===== src/rtl/uart_cmd_parser.sv =====
// Framed command parser behind a UART receiver: synchronizes rx_valid, assembles
// HEADER/cmd/arg/checksum packets, and drives registered motor-control outputs.
module uart_cmd_parser #(
   parameter int unsigned TIMEOUT = 1000,
   parameter logic [7:0]  HEADER  = 8'hA5
) (
   input  logic       CLK,
   input  logic       RST_N,
   input  logic [7:0] rx_data,
   input  logic       rx_valid,
   output logic [2:0] speed,
   output logic       dir,
   output logic       stop,
   output logic       cmd_stb,
   output logic       tx_req,
   output logic [7:0] tx_data,
   output logic [7:0] err_cnt
);

   typedef enum logic [1:0] {IDLE, GOT_HDR, GOT_CMD, GOT_ARG} state_t;

   localparam logic [15:0] TO_LAST = 16'(TIMEOUT - 1);

   state_t      state_q, state_d;
   logic        sync1_q, sync2_q, prev_q;
   logic        accept;
   logic [7:0]  cmd_q, cmd_d, arg_q, arg_d;
   logic [15:0] idle_q, idle_d;
   logic [2:0]  speed_q, speed_d;
   logic        dir_q, dir_d, stop_q, stop_d;
   logic        stb_q, stb_d, txreq_q, txreq_d;
   logic [7:0]  txdata_q, txdata_d, err_q, err_d;
   logic        err_inc;

   assign accept = sync2_q & ~prev_q;

   always_ff @(posedge CLK or negedge RST_N) begin
      if (!RST_N) begin
         sync1_q  <= 1'b0;
         sync2_q  <= 1'b0;
         prev_q   <= 1'b0;
         state_q  <= IDLE;
         cmd_q    <= '0;
         arg_q    <= '0;
         idle_q   <= '0;
         speed_q  <= '0;
         dir_q    <= 1'b0;
         stop_q   <= 1'b1;
         stb_q    <= 1'b0;
         txreq_q  <= 1'b0;
         txdata_q <= '0;
         err_q    <= '0;
      end else begin
         sync1_q  <= rx_valid;
         sync2_q  <= sync1_q;
         prev_q   <= sync2_q;
         state_q  <= state_d;
         cmd_q    <= cmd_d;
         arg_q    <= arg_d;
         idle_q   <= idle_d;
         speed_q  <= speed_d;
         dir_q    <= dir_d;
         stop_q   <= stop_d;
         stb_q    <= stb_d;
         txreq_q  <= txreq_d;
         txdata_q <= txdata_d;
         err_q    <= err_d;
      end
   end

   always_comb begin
      state_d  = state_q;
      cmd_d    = cmd_q;
      arg_d    = arg_q;
      idle_d   = idle_q;
      speed_d  = speed_q;
      dir_d    = dir_q;
      stop_d   = stop_q;
      stb_d    = 1'b0;
      txreq_d  = 1'b0;
      txdata_d = txdata_q;
      err_inc  = 1'b0;

      // An accepted byte always takes priority over an expiring idle counter.
      if (accept) begin
         idle_d = '0;
         unique case (state_q)
            IDLE:    if (rx_data == HEADER) state_d = GOT_HDR;
            GOT_HDR: begin cmd_d = rx_data; state_d = GOT_CMD; end
            GOT_CMD: begin arg_d = rx_data; state_d = GOT_ARG; end
            GOT_ARG: begin
               state_d = IDLE;
               if (rx_data == (HEADER ^ cmd_q ^ arg_q)) begin
                  unique case (cmd_q)
                     8'h01: begin
                        speed_d = arg_q[2:0];
                        dir_d   = arg_q[7];
                        stop_d  = 1'b0;
                        stb_d   = 1'b1;
                     end
                     8'h02: begin
                        stop_d = 1'b1;
                        stb_d  = 1'b1;
                     end
                     8'h03: begin
                        txdata_d = {stop_q, dir_q, 3'b000, speed_q};
                        txreq_d  = 1'b1;
                        stb_d    = 1'b1;
                     end
                     default: err_inc = 1'b1;
                  endcase
               end else begin
                  err_inc = 1'b1;
               end
            end
            default: state_d = IDLE;
         endcase
      end else if (state_q == IDLE) begin
         idle_d = '0;
      end else if (idle_q == TO_LAST) begin
         state_d = IDLE;
         idle_d  = '0;
         err_inc = 1'b1;
      end else begin
         idle_d = idle_q + 16'd1;
      end

      err_d = (err_inc && (err_q != 8'hFF)) ? err_q + 8'd1 : err_q;
   end

   assign speed   = speed_q;
   assign dir     = dir_q;
   assign stop    = stop_q;
   assign cmd_stb = stb_q;
   assign tx_req  = txreq_q;
   assign tx_data = txdata_q;
   assign err_cnt = err_q;

endmodule


===== config.mk =====
export PLATFORM = sky130hd
export DESIGN_NAME = uart_cmd_parser
export DESIGN_NICKNAME = d
export VERILOG_FILES = /design/src/rtl/uart_cmd_parser.sv
export SDC_FILE = /design/constraint.sdc
export NUM_CORES = 1
export LEC_CHECK = 0
export CORE_ASPECT_RATIO = 0.9
export CORE_MARGIN = 5
export CORE_UTILIZATION = 60
export CTS_BUF_LIST = sky130_fd_sc_hd__clkbuf_16
export DETAILED_ROUTE_END_ITERATION = 10
export DONT_BUFFER_PORTS = 1
export PLACE_DENSITY = 0.78
export SLEW_MARGIN = 15
export SYNTH_ARGS = -nofsm -noshare
export SYNTH_HDL_FRONTEND = slang
export SYNTH_SLANG_ARGS = --single-unit

===== constraint.sdc =====
create_clock -name CLK -period 5.5 [get_ports CLK]
set_input_delay 0.825 -clock CLK [delete_from_list [all_inputs] [get_ports CLK]]
set_output_delay 0.825 -clock CLK [all_outputs]
set_load 0.02 [all_outputs]

## Word-level counts from Yosys, hierarchy flattened

Cells that the tools add are included.

| storage, ports and cells | value |
|---|---|
| bits in registers | 57 |
| input port bits | 11 |
| output and inout port bits | 23 |
| word-level logic and storage cells | 66 |

| cells by class | value |
|---|---|
| add/subtract/negate cells | 2 |
| equality and inequality tests | 12 |
| muxes and demuxes | 23 |
| bitwise logic cells | 4 |
| reductions and logical operators | 11 |

Operators by type and width:

| operator | count |
|---|---|
| two-way mux 16 bit | 3 |
| adder 16 x 1 -> 16 bit, second input constant | 1 |
| == test 16 x 10 -> 1 bit, second input constant | 1 |
| == test 8 x 2 -> 1 bit, second input constant | 2 |
| two-way mux 1 bit | 14 |
| AND reduction 4 bit | 3 |
| adder 8 x 1 -> 8 bit, second input constant | 1 |
| == test 8 x 1 -> 1 bit, second input constant | 1 |
| == test 8 bit | 1 |
| == test 8 bit, second input constant | 1 |
| two-way mux 2 bit | 4 |
| != test 8 bit, second input constant | 1 |
| one-hot mux 2 bit (4 select lines) | 1 |
| XOR 8 bit | 1 |
| == test 2 bit, second input constant | 2 |
| != test 2 bit, second input constant | 2 |
| inverter 4 bit | 1 |
| AND reduction 2 bit | 2 |
| nonzero test 2 bit | 2 |
| AND reduction 3 bit | 1 |
| OR reduction 3 bit | 1 |
| == test 2 x 1 -> 1 bit, second input constant | 1 |
| logical NOT 2 bit | 1 |
| one-hot mux 1 bit (2 select lines) | 1 |
| 3 further kinds | 3 |

## Logic depth before layout (Yosys ltp)

Gate-level depths: netlist of the first run.

| logic depth | value |
|---|---|
| word-level depth | 7 |
| depth in mapped cells | 7 |

## Worst setup path before layout of the first run

Ideal clock, no wire load.

| timing | value |
|---|---|
| kind | input-to-reg |
| start point | input port rx_data[7] |
| end point | register err_q[1], in the netlist err_cnt[1] |
| setup time | 0.125 ns |
| data arrival time | 2.163 ns |
| data required time | 5.375 ns |
| setup slack | 3.212 ns |
| stages | 6 |
| buffers on the path | 0 |
| cells stage by stage | xor3_1 nand2_1 nor4_1 o21ai_1 and2_1 mux2_2 |

| on the way | value |
|---|---|
| word-level cells in the longest chain between the ends | 5 |

RTL lines:

| item | RTL line | source |
|---|---|---|
| start: declaration | 9 | `input logic [7:0] rx_data,` |
| == test 8 bit | 93 | `if (rx_data == (HEADER ^ cmd_q ^ arg_q)) begin` |
| two-way mux 1 bit | 93 |  |
| two-way mux 1 bit | 87 | `unique case (state_q)` |
| two-way mux 1 bit | 85 | `if (accept) begin` |
| logical AND 1 bit | 128 | `err_d = (err_inc && (err_q != 8'hFF)) ? err_q + 8'd1 : err_q;` |
| end signal: assignment | 67 | `err_q <= err_d;` |
| end: declaration | 32 | `logic [7:0] txdata_q, txdata_d, err_q, err_d;` |

No other way between the ends.
A chain may end at the register's enable or synchronous reset.

## Final worst setup path of the first run

| timing | value |
|---|---|
| start point | register cmd_q[0] |
| end point | register err_q[1], in the netlist err_cnt[1] |

| on the way | value |
|---|---|
| word-level cells in the longest chain between the ends | 7 |
| elaborated cells on any way between the ends | 12 |

RTL lines:

| item | RTL line | source |
|---|---|---|
| start: declaration | 27 | `logic [7:0] cmd_q, cmd_d, arg_q, arg_d;` |
| start signal: assignment | 58 | `cmd_q <= cmd_d;` |
| == test 8 x 2 -> 1 bit, or another cell as far along | 94 | `unique case (cmd_q)` |
| OR reduction 3 bit (no line) or XOR 8 bit (tied branches) | -- |  |
| two-way mux 1 bit or == test 8 bit (tied branches) | 94, 93 |  |
| two-way mux 1 bit * | 93 |  |
| two-way mux 1 bit * | 87 |  |
| two-way mux 1 bit * | 85 |  |
| logical AND 1 bit * | 128 |  |

Mark *: on every way between the ends. The rest lies on a longest branch, timed or not.

==> results of run 1 <==
-- worst max-delay path, delay by kind of cell, from the launching register on --
family	cells	cell delay [ps]
AOI/OAI and AO/OA	2	510
DFF	1	490
and+or+nand+nor	2	320
xor gates and xnor gates	1	480
muxes	1	330
-- final cells by class --
cell class              count  area (sq um)
flip-flops and latches     57          1430
fillers                   329          1400
clock buffers               9           225
multi-input cells         158          1220
clock inverters             7          26.3
well taps                  62          77.6
inverters                   7          26.3
-- cell families after synthesis --
kind of cell,count (synthesis)
adders and majority gates,6
other,1
xor gates and xnor gates,26
muxes,27
DFF,57
buffers and inverters,14
and+or+nand+nor,84
AOI/OAI and AO/OA,12
-- placed cells by master (no fill, tap or decap), types with 2 or more instances in the layout --
cell type	instances
a21oi_1	2
dfrtp_1	56
clkbuf_16	9
nand3_1	15
xnor3_1	3
nor2b_1	2
or3_1	2
and3_1	5
ha_1	6
nor2_1	23
mux2_2	26
o21ai_0	5
nor4b_1	2
nand4_1	4
xor3_1	2
and4_1	3
inv_1	12
xor2_1	10
nor3_1	2
nand2_1	15
nor4_1	2
clkinv_1	2
conb_1	3
and2_1	3
xnor2_1	11
-- sequential cells by signal, summed over array words and instances (netlist names) --
register  cells
idle_q       16
arg_q         8
cmd_q         8
err_cnt       8
tx_data       5
speed         3
state_q       2
cmd_stb       1
dir           1
prev_q        1
stop          1
sync1_q       1
sync2_q       1
tx_req        1
-- final timing paths --
kind	start	endpoint	slack, ps	depth (start not counted)
min in group CLK	sync1_q	sync2_q	360	0
max	cmd_q[0]	err_cnt[1]	3240	6
min	RST_N	speed[2]	200	0
max reg2reg	cmd_q[0]	err_cnt[1]	3240	6
max in group asynchronous	RST_N	stop	5120	0
min reg2reg	sync1_q	sync2_q	360	0
-- cell usage after synthesis (3+ instances only) --
cell,instances
dfrtp_1,56
mux2_2,26
nor2_1,23
nand2_1,15
nand3_1,15
xnor2_1,11
xor2_1,10
inv_1,7
ha_1,6
and3_1,5
o21ai_0,5
buf_4,4
nand4_1,4
and2_1,3
and4_1,3
clkbuf_1,3
xnor3_1,3
-- metrics by stage --
stage / worst slack [ps] / total power [uW] / area [sq um]
2_1_floorplan: 3210 / 839 / 2720
3_3_place_gp: 3090 / 878 / 2750
3_5_place_dp: 3030 / 892 / 2750
4_1_cts: 3250 / 1360 / 3010
5_1_grt: 3060 / 1420 / 3010
6_report: 3240 / 1340 / 3010
-- power by group --
group | switching, uW | internal [uW]
Clock | 166 | 291
Combinational | 123 | 163
Sequential | 93.3 | 505
Total | 382 | 959
-- layer usage --
metal,up-vias,track usage (%)
met5,-,0
met4,0,6.75
met3,6,9.19
met2,35,28.3
met1,815,21.7
li1,794,-
==> flow_metrics.env, run 1 <==
export IMPL_synthDominantCellAreaShare_pct=51.7
export IMPL_met2_length_mm=2.18
export IMPL_clock_latency_ps=320
export IMPL_synth_seq_cells=57
export IMPL_n_antenna_cell=0
export IMPL_die_h_um=73.8
export IMPL_port_buffers=0
export IMPL_critical_path_max_stage_delay_ps=490
export IMPL_track_usage_pct=18.2
export IMPL_first_iter_violations=78
export IMPL_cts_setup_buffers=0
export IMPL_grt_pass1_wl_mm=7.93
export IMPL_rsz0062_at_grt="no"
export IMPL_grt_max_degree=58
export IMPL_fin_crit_sh_pct=41.0
export IMPL_hold_buffers=0
export IMPL_die_area_sq_mm=0.00596
export IMPL_cts_tree="yes"
export IMPL_drc_errors=0
export IMPL_finalWirelength_mm=4.64
export IMPL_power_density_mw_per_mm2=446
export IMPL_synth_top_family_by_area="simple AND/OR/NAND/NOR gates"
export IMPL_async_reset_ff_share_pct=100
export IMPL_muxShareOfSynthArea_pct=11.2
export IMPL_worst_pin_slew_ps=585
export IMPL_path_clk_slew_ps=40
export IMPL_fin_cells=300
export IMPL_final_util_pct=68.3
export IMPL_cts_buffer_depth=2
export IMPL_slew_viol_final=0
export IMPL_vias_per_cell=5.50
export IMPL_wl_met1_mm=2.01
export IMPL_drive_above_1_share_pct=16.4
export IMPL_yosysWarningCount=0
export IMPL_min_period_ps=2260
export IMPL_start_kind="flop"
export IMPL_critPathMaxFanout=9
export IMPL_arrival_ps=2460
export IMPL_setup_tns_ps=0
export IMPL_wl_per_cell_um=15.5
export IMPL_synth_flop_cell="dfrtp_1"
export IMPL_gp_congestion=0.772
export IMPL_cts_made_buffers=9
export IMPL_hold_viol=0
export IMPL_gr_total_overflow=0
export IMPL_synth_area_per_cell_sq_um=11.9
export IMPL_fin_skew_ps=3.52
export IMPL_placedCellCount=284
export IMPL_holdWs_ps=203
export IMPL_final_nets=250
export IMPL_synth_seq_area_share_pct=52.7
export IMPL_met3_length_um=370
export IMPL_synth_distinct_cells=38
export IMPL_cts_htree_levels=3
export IMPL_drtPass1Iterations=4
export IMPL_root_buffer="clkbuf_16"
export IMPL_yosysTopAreaCell="dfrtp_1"
export IMPL_die_width_um=80.8
export IMPL_peakVddDrop_mv=0.283
export IMPL_worstHoldPathType="in -> async"
export IMPL_top_layer="met4"
export IMPL_synth_top_cells_by_area="dfrtp_1, mux2_2, xnor2_1"
export IMPL_synth_compound_area_share_pct=2.77
export IMPL_fmax_mhz=443
export IMPL_synth_xor_area_share_pct=11.0
export IMPL_critical_path_slowest_cell="dfrtp_1"
export IMPL_cts_resized_gates=0
export IMPL_worstSetupEndpointType="flop"
export IMPL_syn_to_final_growth_pct=10.9
export IMPL_synth_edf_count=0
export IMPL_final_antenna_net_count=0
export IMPL_cts_sinks=57
export IMPL_synth_area_sq_mm=0.00271
export IMPL_synth_simple_gate_area_share_pct=16.9
export IMPL_ioPinCount=34
export IMPL_synthAdderAreaFrac_pct=2.77
export IMPL_antenna_found_initial=0
export IMPL_crit_type="reg -> reg"
export IMPL_grt_pass1_vias=1657
export IMPL_synthCells=227
export IMPL_setup_violations=0
export IMPL_crit_required_ps=5700
export IMPL_rows=23
export IMPL_status="complete, no violations"
export IMPL_core_area_sq_mm=0.00440
export IMPL_worstPathCellList="xor3_1 -> o2111ai_1 -> nor4_1 -> o21ai_1 -> and2_1 -> mux2_2"
export IMPL_start_util_pct=61.6
export IMPL_dp_hpwl_mm=3.18
export IMPL_max_cap_viol_count=0
export IMPL_slew_headroom_pct=61.0
export IMPL_route_vias_total=1650
export IMPL_p_leak_uw=0.00142
(Power assumes the default switching activity.)
==> run 2: changes to the inputs <==
ABC_AREA = 1   (was default)
CORE_UTILIZATION = 57   (was 60)
PLACE_DENSITY = 0.77   (was 0.78)
clock period = 1.99 ns   (was 5.5 ns; I/O delays follow)
==> run 2 against run 1 <==
Against the previous run:
- die area is 14% higher
- sequential share of layout area is 4.9 points lower
- core utilization is 3.4 points lower
- critical path depth is 1 higher
- global-route usage is 1.1 points higher
- design area is 11% higher
- largest cell class unchanged
==> flow_metrics.env, run 2 <==
export IMPL_arrival_ps=1970
export IMPL_die_h_um=78.6
export IMPL_core_area_sq_mm=0.00516
export IMPL_r2r_start="err_cnt[0]"
export IMPL_design_area_sq_mm=0.00335
export IMPL_cts_buffer_depth=2
export IMPL_cts_made_buffers=9
export IMPL_drtPass1Iterations=4
export IMPL_path_clk_slew_ps=50
export IMPL_vias_per_cell=5.09
export IMPL_pwr_share_seq_pct=42.7
export IMPL_clock_latency_ps=320
export IMPL_yosysTopAreaCell="dfrtp_1"
export IMPL_combPwrFrac_pct=23.5
export IMPL_critPathMaxFanout=8
export IMPL_gp_congestion=0.821
export IMPL_synth_edf_count=0
export IMPL_fillCellCount=452
export IMPL_grt_max_degree=58
export IMPL_synth_flop_cell="dfrtp_1"
export IMPL_crit_required_ps=2250
export IMPL_r2r_end="err_cnt[7]"
export IMPL_cts_htree_levels=3
export IMPL_setup_tns_ps=0
export IMPL_start_util_pct=57.7
export IMPL_port_buffers=0
export IMPL_rsz0062_at_grt="no"
export IMPL_dp_hpwl_mm=4.09
export IMPL_start_kind="flop"
export IMPL_route_vias_total=2383
export IMPL_syn_to_final_growth_pct=12.4
export IMPL_largest_reg_flops=16
export IMPL_root_buffer="clkbuf_16"
export IMPL_switchingPower_uw=1290
export IMPL_synth_top_cells_by_area="dfrtp_1, nand2_1, inv_1"
export IMPL_fmax_mhz=585
export IMPL_status="complete, no violations"
export IMPL_top_layer="met4"
export IMPL_drc_errors=0
export IMPL_rows=25
export IMPL_intPower_uw=2540
export IMPL_track_usage_pct=19.3
export IMPL_met3_length_um=285
export IMPL_async_reset_ff_share_pct=100
export IMPL_met2_length_mm=2.83
export IMPL_n_antenna_cell=0
export IMPL_ys_top_cells_by_count="nand2_1, inv_1, dfrtp_1"
export IMPL_worstHoldPathType="in -> reg"
export IMPL_final_cell_mix="nand2_1, inv_1, dfrtp_1, o21ai_0, nor2_1"
export IMPL_regMostFlops="idle_q"
export IMPL_setup_violations=0
export IMPL_drive_above_1_share_pct=9.48
export IMPL_p_leak_uw=0.00170
export IMPL_antenna_found_initial=0
export IMPL_multi_input_area_sq_mm=0.00129
export IMPL_final_antenna_net_count=0
export IMPL_finalWirelength_mm=5.83
export IMPL_gr_total_overflow=0
export IMPL_synthCells=385
export IMPL_wl_met1_mm=2.62
export IMPL_synthDominantCellAreaShare_pct=47.0
export IMPL_ioPinCount=34
export IMPL_synth_seq_area_share_pct=47.9
export IMPL_synth_seq_cells=57
export IMPL_fin_skew_ps=4.55
export IMPL_hold_path_depth=2
export IMPL_peakVddDrop_mv=0.828
export IMPL_crit_type="reg -> reg"
export IMPL_power_density_mw_per_mm2=1140
export IMPL_ff_latch_area_sq_mm=0.00143
export IMPL_die_area_sq_mm=0.00677
export IMPL_grt_pass1_wl_mm=10.3
export IMPL_grt_pass1_vias=2312
export IMPL_hold_path_startpoint="rx_data[1]"
export IMPL_final_nets=414
export IMPL_cts_sinks=57
export IMPL_synth_area_per_cell_sq_um=7.74
export IMPL_p_clk_share_pct=33.9
export IMPL_fin_crit_sh_pct=85.9
export IMPL_placed_cell_area_sq_mm=0.00305
export IMPL_yosysWarningCount=0
export IMPL_synth_area_sq_mm=0.00298
export IMPL_die_width_um=86.2
export IMPL_min_period_ps=1710
export IMPL_synth_most_common_cell="nand2_1"
export IMPL_slew_viol_final=0
export IMPL_hold_viol=0
export IMPL_cts_tree="yes"
export IMPL_worstSetupEndpointType="flop"
export IMPL_final_common_cell="nand2_1"
export IMPL_wl_per_cell_um=12.4
export IMPL_max_cap_viol_count=0
export IMPL_switching_share_pct=33.7
export IMPL_first_iter_violations=116
export IMPL_hold_end="arg_q[1]"
export IMPL_synth_distinct_cells=31
export IMPL_cts_setup_buffers=0
export IMPL_r2r_cells=7
export IMPL_rrSetupSlack_ps=280
==> run 2: cell count changes after synthesis, sizes merged, moves of 9 or more <==
cell	delta
nor3	+18
inv	+56
o21ai	+27
xnor2	-9
mux2	-26
nand2	+114
==> run 2: what timing repair did <==
| action | 4_1_cts | 5_1_grt |
|---|---|---|
| gates resized for setup | 0 | 0 |
| hold buffers | 3 | 0 |
| hold endpoints to repair | 58 | 0 |
==> run 2: worst max path at each step <==
| stage | startpoint | end | slack, ps | cells past startpoint |
|---|---|---|---|---|
| global placement | err_cnt[0] | err_cnt[2] | 320 | 7 |
| CTS | err_cnt[0] | err_cnt[7] | 270 | 7 |
| detailed placement | err_cnt[0] | err_cnt[5] | 320 | 7 |
| floorplan | err_cnt[0] | err_cnt[2] | 510 | 7 |
| finish | err_cnt[0] | err_cnt[7] | 280 | 7 |
| global route | idle_q[0] | idle_q[12] | 0.9 | 11 |
==> run 2: final cells by class <==
type                    instances  share of cell area, %
repair buffers                  4                   1.64
multi-input cells             262                   38.6
inverters                      63                   7.06
clock inverters                 6                  0.822
flip-flops and latches         57                   42.6
clock buffers                   9                   6.73
well taps                      67                   2.50
==> run 2: routing by layer <==
layer | vias to the layer above | track usage, %
li1 | 1235 | -
met1 | 1095 | 24.5
met2 | 41 | 30.9
met3 | 12 | 7.66
met4 | 0 | 4.83
met5 | - | 0
==> run 2: critical path, cell delays in order (launching register included) <==
cell	delay (ps)
dfrtp_1	540
ha_1	270
nand4_1	130
nor2_1	150
nand2_1	220
nand2_4	190
nand2_1	70
nand2_1	70
==> run 2: metrics by stage <==
| step | std cells | util, % | setup slack [ps] | hold slack (ps) | total power, uW |
|---|---|---|---|---|---|
| after floorplan | 387 | - | 507 | 2.91 | 2310 |
| after global placement | 450 | 59.1 | 324 | 5.15 | 2470 |
| after detailed placement | 450 | 59.1 | 320 | 4.96 | 2520 |
| after CTS | 468 | 64.9 | 266 | 136 | 3870 |
| after global routing | 468 | 64.9 | 0.857 | 154 | 4130 |
| final | 468 | 64.9 | 280 | 135 | 3830 |
==> run 2: kinds of logic after synthesis <==
kind of cell | count (synthesis) | share of synthesized area, %
adders and majority gates | 6 | 2.52
AOI/OAI and AO/OA | 44 | 7.69
buffers and inverters | 68 | 8.95
other | 1 | 0.126
and+or+nand+nor | 204 | 31.3
xor gates and xnor gates | 5 | 1.47
DFF | 57 | 47.9
==> run 2: power by group through the flow <==
stage                     logic, uW  clock network, uW  registers [uW]
final                           899               1300            1630
after global routing           1070               1390            1670
after CTS                       913               1320            1630
after detailed placement        872                  0            1650
after global placement          837                  0            1630
after floorplan                 727                  0            1580
==> run 3: changes to the inputs <==
CAP_MARGIN = 10   (was default)
GPL_ROUTABILITY_DRIVEN = 1   (was default)
PLACE_DENSITY = 0.75   (was 0.77)
==> run 3 against run 2 <==
Against the previous run:
- count of clock-buffer cells in the layout unchanged
- setup slack got worse by 21 ps
- clock skew down 1.2 ps
- critical endpoint is now err_cnt[4]
==> flow_metrics.env, run 3 (same netlist as run 2, synthesis figures left out) <==
export IMPL_port_buffers=0
export IMPL_crit_end="err_cnt[4]"
export IMPL_root_buffer="clkbuf_16"
export IMPL_rrSetupSlack_ps=260
export IMPL_finalWirelength_mm=5.80
export IMPL_rows=25
export IMPL_cts_setup_buffers=0
export IMPL_grt_pass1_wl_mm=10.7
export IMPL_max_cap_viol_count=0
export IMPL_core_area_sq_mm=0.00516
export IMPL_dp_hpwl_mm=3.99
export IMPL_cts_htree_levels=3
export IMPL_drtPass1Iterations=4
export IMPL_cts_tree="yes"
export IMPL_die_area_sq_mm=0.00677
export IMPL_fmax_mhz=578
export IMPL_wl_per_cell_um=12.4
export IMPL_setup_violations=0
export IMPL_crit_type="reg -> reg"
export IMPL_worstSetupEndpointType="flop"
export IMPL_cts_made_buffers=9
export IMPL_track_usage_pct=20.0
export IMPL_status="complete, no violations"
export IMPL_crit_required_ps=2250
export IMPL_fin_skew_ps=3.37
export IMPL_grt_pass1_vias=2400
export IMPL_final_cell_mix="nand2_1, inv_1, dfrtp_1, o21ai_0, nor2_1"
export IMPL_fin_ws_ps=259
export IMPL_syn_to_final_growth_pct=13.2
export IMPL_place_ws_ps=283
export IMPL_n_antenna_cell=0
export IMPL_power_density_mw_per_mm2=1170
export IMPL_route_vias_total=2375
export IMPL_fin_cells=468
export IMPL_min_period_ps=1730
export IMPL_drive_above_1_share_pct=9.23
export IMPL_arrival_ps=1990
export IMPL_final_common_cell="nand2_1"
export IMPL_rsz0062_at_grt="no"
export IMPL_p_leak_uw=0.00171
export IMPL_path_clk_slew_ps=50
export IMPL_ioPinCount=34
export IMPL_worstHoldPathType="in -> reg"
export IMPL_final_nets=414
export IMPL_final_antenna_net_count=0
export IMPL_peakVddDrop_mv=0.673
export IMPL_r2r_cells=7
export IMPL_start_kind="flop"
export IMPL_placedCellCount=450
export IMPL_r2r_end="err_cnt[4]"
export IMPL_fin_crit_sh_pct=87.0
export IMPL_cts_sinks=57
export IMPL_start_util_pct=57.7
export IMPL_critPathMaxFanout=8
export IMPL_cp_startpoint="err_cnt[0]"
export IMPL_regMostFlops="idle_q"
export IMPL_fillCellCount=441
export IMPL_drc_errors=0
export IMPL_grt_max_degree=58
export IMPL_clock_latency_ps=320
export IMPL_largest_reg_flops=16
export IMPL_slew_viol_final=0
export IMPL_r2r_start="err_cnt[0]"
export IMPL_first_iter_violations=106
export IMPL_antenna_found_initial=0
export IMPL_vias_per_cell=5.07
export IMPL_die_width_um=86.2
export IMPL_gp_congestion=0.826
export IMPL_setup_tns_ps=0
export IMPL_cts_buffer_depth=2
export IMPL_die_h_um=78.6
export IMPL_hold_viol=0
export IMPL_gr_total_overflow=0
[run 3: cell types whose count changed in the layout (fill, tap and decap cells not counted)]
cell       change
clkinv_1       +1
bufinv_16      +1
clkinv_2       -2
[run 3: report_power, final]
group	switching (uW)	leakage [uW]	internal, uW	total [uW]
combinational	560	0.000866	342	902
clock	481	0.000141	940	1420
sequential	236	0.000698	1390	1620
total	1280	0.00171	2670	3950
[run 3: final cells by class]
type,count,area [sq um],share of cell area [%]
multi-input cells,262,1290,38.3
well taps,67,83.8,2.49
clock inverters,6,51.3,1.52
clock buffers,9,225,6.68
flip-flops and latches,57,1430,42.3
repair buffers,4,55.1,1.63
inverters,63,236,7.01
[run 3: repair_timing]
| item | 4_1_cts | 5_1_grt |
|---|---|---|
| resized for setup | 0 | 0 |
| hold buffers | 3 | 0 |
| endpoints found under the hold margin | 58 | 0 |
[run 3: worst min path at each step]
stage / endpoint / from / slack (ps) / depth (start not counted)
global route: arg_q[2] / rx_data[2] / 140 / 2
finish: cmd_q[5] / rx_data[5] / 140 / 2
floorplan: arg_q[0] / RST_N / 3 / 0
detailed placement: arg_q[5] / RST_N / 5 / 0
CTS: arg_q[1] / rx_data[1] / 130 / 2
global placement: arg_q[5] / RST_N / 5 / 0
[run 3: critical path: stages (launching register included)]
cell     delay (ps)
dfrtp_1         530
ha_1            280
nand4_1         130
nor2_1          150
nand2_1         230
nand2_4         200
nand2_1          70
nand2_1          70
[run 3: per-layer routing]
metal,GRT usage [%],up-vias,part of all wire [%]
li1,-,1239,-
met1,24.3,1093,44
met2,33.7,38,51
met3,7.66,5,4.5
met4,4.36,0,0.76
met5,0,-,0
[run 3: stage by stage]
stage / util [%] / hold slack (ps) / total power, uW / area (sq um)
4_1_cts: 65.3 / 135 / 3990 / 3370
3_5_place_dp: 59.1 / 5.00 / 2510 / 3050
6_report: 65.3 / 140 / 3950 / 3370
2_1_floorplan: - / 2.91 / 2310 / 2990
3_3_place_gp: 59.1 / 5.23 / 2470 / 3050
5_1_grt: 65.3 / 139 / 4260 / 3370
